**src/rtl/spi_flash_boot_reader_pkg.sv**
```systemverilog
// spi_boot_pkg: shared constants and FSM state type for the SPI flash boot reader
package spi_boot_pkg;
    localparam logic [7:0] SPI_CMD_READ = 8'h03;
    localparam int ADDR_W = 24;
    typedef enum logic [2:0] {IDLE, SEL, CMD, ADDR, DATA, DESEL, DONE} state_t;
endpackage

```
**src/rtl/spi_flash_boot_reader_if.sv**
```systemverilog
// spi_flash_boot_reader_if: start request and byte stream between boot-copy logic and the reader
interface spi_flash_boot_reader_if import spi_boot_pkg::*; #(parameter int LEN_W = 16) ();
    logic              start;
    logic [ADDR_W-1:0] start_addr;
    logic [LEN_W-1:0]  length;
    logic              busy;
    logic              done;
    logic [7:0]        byte_data;
    logic              byte_valid;
    logic              byte_ready;
    modport master(output start, start_addr, length, byte_ready, input busy, done, byte_data, byte_valid);
    modport slave(input start, start_addr, length, byte_ready, output busy, done, byte_data, byte_valid);
endinterface

```
**src/rtl/spi_flash_boot_reader_sck_gen.sv**
```systemverilog
// spi_sck_gen: divided mode-0 SCK with stall and one-cycle rise/fall strobes
module spi_sck_gen #(parameter int CLK_DIV = 2) (
    input  logic clk,
    input  logic rst,
    input  logic en,
    input  logic stall,
    output logic sck,
    output logic rise,
    output logic fall
);
    localparam logic [7:0] TOP = 8'(CLK_DIV - 1);
    logic [7:0] cnt;
    logic       tick;
    always_comb begin
        tick = en && !stall && cnt == TOP;
        rise = tick && !sck;
        fall = tick && sck;
    end
    always_ff @(posedge clk or posedge rst)
        if (rst) begin
            cnt <= '0;
            sck <= 1'b0;
        end else begin
            cnt <= (!en || tick) ? 8'd0 : stall ? cnt : cnt + 8'd1;
            sck <= en && (sck ^ tick);
        end
endmodule

```
**src/rtl/spi_flash_boot_reader.sv**
```systemverilog
// spi_flash_boot_reader: issues READ 0x03 + 24-bit address and streams bytes out with back-pressure
module spi_flash_boot_reader import spi_boot_pkg::*; #(
    parameter int CLK_DIV = 2,
    parameter int LEN_W   = 16
) (
    input  logic CLOCK,
    input  logic RESET,
    spi_flash_boot_reader_if.slave bus,
    output logic spi_sck,
    output logic spi_ss_n,
    output logic spi_mosi,
    input  logic spi_miso
);
    localparam logic [7:0] TOP = 8'(CLK_DIV - 1);
    state_t           state;
    logic [31:0]      tx;
    logic [7:0]       rx;
    logic [4:0]       bitn;
    logic [LEN_W-1:0] remaining;
    logic             last;
    logic [7:0]       wcnt;
    logic             run, stall, rise, fall, capture;
    always_comb begin
        run     = state inside {SEL, CMD, ADDR, DATA};
        // hold SCK low before the 8th edge while the previous byte is still unconsumed
        stall   = state == DATA && bitn[2:0] == 3'd7 && !spi_sck && bus.byte_valid && !bus.byte_ready;
        capture = state == DATA && rise && bitn[2:0] == 3'd7;
    end
    spi_sck_gen #(.CLK_DIV(CLK_DIV)) u_sck (
        .clk(CLOCK), .rst(RESET), .en(run), .stall(stall),
        .sck(spi_sck), .rise(rise), .fall(fall)
    );
    always_ff @(posedge CLOCK or posedge RESET)
        if (RESET) begin
            state          <= IDLE;
            tx             <= '0;
            rx             <= '0;
            bitn           <= '0;
            remaining      <= '0;
            last           <= 1'b0;
            wcnt           <= '0;
            spi_ss_n       <= 1'b1;
            spi_mosi       <= 1'b0;
            bus.busy       <= 1'b0;
            bus.done       <= 1'b0;
            bus.byte_data  <= '0;
            bus.byte_valid <= 1'b0;
        end else begin
            if (fall) begin
                spi_mosi <= tx[31];
                tx       <= {tx[30:0], 1'b0};
            end
            if (rise) begin
                bitn <= bitn + 5'd1;
                rx   <= {rx[6:0], spi_miso};
            end
            if (capture) begin
                bus.byte_data <= {rx[6:0], spi_miso};
                remaining     <= remaining - LEN_W'(1);
                last          <= remaining == LEN_W'(1);
            end
            bus.byte_valid <= capture || (bus.byte_valid && !bus.byte_ready);
            case (state)
                IDLE: if (bus.start) begin
                    bus.busy <= 1'b1;
                    if (bus.length == '0) begin
                        state    <= DONE;
                        bus.done <= 1'b1;
                    end else begin
                        state     <= SEL;
                        spi_ss_n  <= 1'b0;
                        spi_mosi  <= SPI_CMD_READ[7];
                        tx        <= {SPI_CMD_READ[6:0], bus.start_addr, 1'b0};
                        remaining <= bus.length;
                        bitn      <= '0;
                        last      <= 1'b0;
                    end
                end
                SEL:  if (rise) state <= CMD;
                CMD:  if (rise && bitn == 5'd7) state <= ADDR;
                ADDR: if (rise && bitn == 5'd31) state <= DATA;
                DATA: if (last && fall) begin
                    state <= DESEL;
                    wcnt  <= '0;
                end
                DESEL: if (!spi_ss_n) begin
                    if (!bus.byte_valid || bus.byte_ready) spi_ss_n <= 1'b1;
                end else begin
                    wcnt <= wcnt + 8'd1;
                    if (wcnt == TOP) begin
                        state    <= DONE;
                        bus.done <= 1'b1;
                    end
                end
                DONE: begin
                    bus.done <= 1'b0;
                    bus.busy <= 1'b0;
                    state    <= IDLE;
                end
                default: state <= IDLE;
            endcase
        end
endmodule

```
**src/flat_wrapper.sv**
```systemverilog
// flat-port wrapper written by rule: the top's interface ports become plain ports
module spi_flash_boot_reader_flat import spi_boot_pkg::*;
#(
    parameter int CLK_DIV = 2,
    parameter int LEN_W   = 16
)
  (CLOCK, RESET, spi_sck, spi_ss_n, spi_mosi, spi_miso, bus_start, bus_start_addr, bus_length, bus_byte_ready, bus_busy, bus_done, bus_byte_data, bus_byte_valid);
  spi_flash_boot_reader_if #(.LEN_W(LEN_W)) bus_i ();
  input  logic CLOCK;
  input  logic RESET;
  output logic spi_sck;
  output logic spi_ss_n;
  output logic spi_mosi;
  input  logic spi_miso;
  input wire logic [$bits(bus_i.start)-1:0] bus_start;
  input wire logic [$bits(bus_i.start_addr)-1:0] bus_start_addr;
  input wire logic [$bits(bus_i.length)-1:0] bus_length;
  input wire logic [$bits(bus_i.byte_ready)-1:0] bus_byte_ready;
  output wire logic [$bits(bus_i.busy)-1:0] bus_busy;
  output wire logic [$bits(bus_i.done)-1:0] bus_done;
  output wire logic [$bits(bus_i.byte_data)-1:0] bus_byte_data;
  output wire logic [$bits(bus_i.byte_valid)-1:0] bus_byte_valid;
  assign bus_i.start = bus_start;
  assign bus_i.start_addr = bus_start_addr;
  assign bus_i.length = bus_length;
  assign bus_i.byte_ready = bus_byte_ready;
  assign bus_busy = bus_i.busy;
  assign bus_done = bus_i.done;
  assign bus_byte_data = bus_i.byte_data;
  assign bus_byte_valid = bus_i.byte_valid;
  spi_flash_boot_reader #(.CLK_DIV(CLK_DIV), .LEN_W(LEN_W)) u_core (.CLOCK(CLOCK), .RESET(RESET), .bus(bus_i), .spi_sck(spi_sck), .spi_ss_n(spi_ss_n), .spi_mosi(spi_mosi), .spi_miso(spi_miso));
endmodule
```
**config.mk**
```make
export PLATFORM = sky130hd
export DESIGN_NAME = spi_flash_boot_reader_flat
export DESIGN_NICKNAME = d
export VERILOG_FILES = /design/src/rtl/spi_flash_boot_reader_pkg.sv /design/src/rtl/spi_flash_boot_reader_if.sv /design/src/rtl/spi_flash_boot_reader_sck_gen.sv /design/src/rtl/spi_flash_boot_reader.sv /design/src/flat_wrapper.sv
export SDC_FILE = /design/constraint.sdc
export NUM_CORES = 1
export LEC_CHECK = 0
export CAP_MARGIN = 0
export CORE_ASPECT_RATIO = 0.7
export CORE_UTILIZATION = 60
export DETAILED_ROUTE_END_ITERATION = 12
export HOLD_SLACK_MARGIN = 0.03
export PLACE_DENSITY_LB_ADDON = 0.25
export SLEW_MARGIN = 20
export SYNTH_ARGS = -nofsm -noshare
export SYNTH_HDL_FRONTEND = slang
export SYNTH_SLANG_ARGS = --single-unit
```
**constraint.sdc**
```tcl
create_clock -name CLOCK -period 7.2 [get_ports CLOCK]
set_clock_uncertainty 0.05 [all_clocks]
set_input_delay 1.44 -clock CLOCK [delete_from_list [all_inputs] [get_ports CLOCK]]
set_output_delay 1.44 -clock CLOCK [all_outputs]
set_load 0.005 [all_outputs]
```
==> impl_metrics.csv <==
group,metric,value,unit
timing,hold_violations,0,
die,rows,26,
die,io_pins,59,
grt,antenna_found_initial,0,
grt,grt_pass1_vias,3536,
timing,rsz0062_at_grt,"false",
die,die_area,8313,um^2
power,switchingPower,219.0,uW
synthesis,synthAdderAreaFrac,2.886,%
cells_and_area,layout_common_cells,"dfrtp_1, clkdlybuf4s50_1, mux2i_1, nand3_1",
routing,ant_nets,0,
timing,hold_ws,442.0,ps
clock_tree,tritoncts,"built",
cells_and_area,fin_util,75.75,%
cells_and_area,layout-drive-gt1-share,7.585,%
synthesis,synth_nets,504,
placed_design,portBuffers,58,
synthesis,synth_top_area_share,48.81,%
synthesis,synth_top_family_by_area,"simple AND/OR/NAND/NOR gates",
routing,routedWlPerCell,16.82,um
placed_design,dp_worst_setup_slack,2412,ps
critical_path,arrival,4760,ps
synthesis,synth_flop_cell,"dfrtp_1",
critical_path,cp-start-kind,"primary input",
cells_and_area,layout.nets,552,
placed_design,hpwl,7.028,mm
timing,slew_headroom,30.78,%
grt,grt_max_degree,73,
synthesis,synth_cell_types,55,
status,status,"finished clean",
power,total_power,1.036,mW
critical_path,cp_max_fo,36,
power,p_seq_share,53.1,%
timing,period_needed,4564,ps
power,p_leak,2.352,nW
power,clockPowerShare,41.1,%
routing,via_count,3582,
cells_and_area,finalInstanceArea,5668,um^2
clock_tree,clockRootBuffer,"clkbuf_16",
timing,fmax,219.1,MHz
critical_path,crit_path_end_kind,"register",
clock_tree,cts.sinks,94,
placed_design,globalplace.congestion,0.8742,
grt,grt_pass1_wl,16.86,mm
power,p_sw_share,21.14,%
power,ir_drop,0.1091,mV
timing,tns,0,ps
critical_path,crit_type,"in2reg",
clock_tree,clkTransAtPathRegs,60,ps
cells_and_area,syn2layout_area_growth,18.87,%
clock_tree,cts_hold_buf,0,
clock_tree,cts_inserted_buffers,9,
timing,slew_violations,0,
routing,drc,0,
synthesis,synthXorXnorAreaFrac,4.225,%
cells_and_area,antenna_cells,0,
routing,drt_iter0_markers,246,
timing,setup_slack,2636,ps
placed_design,placed_cells,583,
synthesis,synthCells,448,
min_path,hold_path.class,"reg2reg",
synthesis,ys_ff_latch,94,
grt,track_usage,26.10,%
timing,worst_slew_pin_slew,1038,ps
synthesis,synth_edf_count,0,
die,placeableCoreArea,7482,um^2
clock_tree,post_cts_resize_count,0,
synthesis,yosys_warnings,0,
clock_tree,clkLatencyLatePin,330,ps
die,initial_core_util,63.73,%
cells_and_area,final_common_cell,"dfrtp_1",
cells_and_area,fillers,512,
synthesis,netlist_area,4768,um^2
synthesis,yosys.area.top_type,"dfrtp_1",
routing,drtPass1Iterations,5,
synthesis,async_flop_share,100.0,%
power,internal-power,816.6,uW
timing,setup_viol,0,
power,combPwrFrac,5.8,%
routing,vias_per_cell,5.980,
synthesis,synth_compound_area_share,9.315,%
clock_tree,max-clock-path-buffers,2,
cells_and_area,seq_area,2354,um^2
routing,routed_wl,10.08,mm
clock_tree,post_cts.repair.setup_buffers,0,
synthesis,avgSynthCellArea,10.64,um^2
synthesis,synth_simple_gate_area_share,17.45,%
die,die_h,76.59,um
cells_and_area,fin_cells,599,
grt,grt_overflow,0,
die,die_w,108.6,um
timing,period_share,63.39,%
synthesis,synthTopCellsByArea,"dfrtp_1, mux2i_1, mux2_1, nand3_1, o21ai_1",
power,power_density,182.7,nW/um^2
critical_path,crit_required,7400,ps
clock_tree,htree_levels,3,
placed_design,placed_cell_area,5404,um^2
cells_and_area,multi_input_area,2271,um^2
run,maxCapViolCount,0,
synthesis,seq_area_frac_synth,49.36,%
synthesis,muxShareOfSynthArea,13.64,%
[cells in the mapped netlist (5+ instances only)]
cell type   n
nand3_1    34
nand4_1     8
nand2_1    19
mux2_1     16
o21ai_0     5
mux2_2      8
nand2b_1    5
ha_1       11
nor2_1     30
clkbuf_1   15
a21oi_1     9
xor2_1      7
xnor2_1    16
a31oi_1     7
nor3_1      9
or4_1       7
o21ai_1    29
nor4_1      5
dfrtp_1    93
buf_2       8
inv_1      12
o31ai_1     9
mux2i_1    38
[worst max-delay path, stage by stage]
cell and delay [ps]:
clkdlybuf4s50_1 500, or3b_1 200, o211ai_1 120, nor2_1 180, ha_2 900, nand3b_1 320
a21o_1 360, or4_1 540, a21oi_1 190
[power by group through the flow]
stage,registers [mW],clock network (mW),logic [mW]
3_3_place_gp,0.558,0,0.0583
2_1_floorplan,0.557,0,0.0270
6_report,0.550,0.426,0.0604
5_1_grt,0.551,0.458,0.0667
4_1_cts,0.549,0.434,0.0611
3_5_place_dp,0.559,0,0.0607
[kinds of logic (layout without fill, tap and decap cells)]
group                      after synthesis  after routing
AOI/OAI and AO/OA                       73             73
xor gates and xnor gates                23             23
adders and majority gates               11             11
buffers and inverters                   37             90
DFF                                     94             94
muxes                                   62             62
and+or+nand+nor                        148            148
[final cells by class]
cell class	count	area share [%]
Clock buffer	14	4.481
Clock inverter	2	0.1766
Tap cell	98	2.163
Timing Repair Buffer	62	10.77
Multi-Input combinational cell	317	40.07
Sequential cell	94	41.52
Inverter	12	0.8168
[registers in the layout, indices dropped and copies added (netlist names)]
signal / cells
u_core.rx: 7
u_core.last: 1
u_core.wcnt: 8
u_core.u_sck.cnt: 8
u_core.bus.byte_valid: 1
u_core.state: 3
u_core.bitn: 5
u_core.u_sck.sck: 1
u_core.remaining: 16
u_core.bus.busy: 1
u_core.bus.byte_data: 8
u_core.bus.done: 1
u_core.spi_ss_n: 1
u_core.spi_mosi: 1
u_core.tx: 32
[per-layer routing]
layer  wire, um  part of all wire (%)  global-route usage (%)
met1       4709                    47                   37.93
met4         89                  0.88                   8.108
met2       4674                    46                   39.49
met3        603                   6.0                   5.047
met5          0                     0                       0
[worst paths after layout]
kind / start / end / slack [ps] / cells after the start
worst max-delay path: bus_byte_ready / u_core.wcnt[7]$_DFFE_PP0P_ / 2640 / 9
max in group asynchronous: RESET / u_core.tx[12]$_DFF_PP0_ / 4510 / 3
worst min-delay path: u_core.rx[6]$_DFFE_PP0N_ / u_core.bus.byte_data[7]$_DFFE_PP0P_ / 440 / 1
min in group asynchronous: RESET / u_core.tx[9]$_DFF_PP0_ / 1360 / 2
worst max register to register: u_core.bitn[0]$_DFF_PP0_ / u_core.wcnt[7]$_DFFE_PP0P_ / 3370 / 10
worst min register to register: u_core.rx[6]$_DFFE_PP0N_ / u_core.bus.byte_data[7]$_DFFE_PP0P_ / 440 / 1
Power figures use the tool's default switching activity.
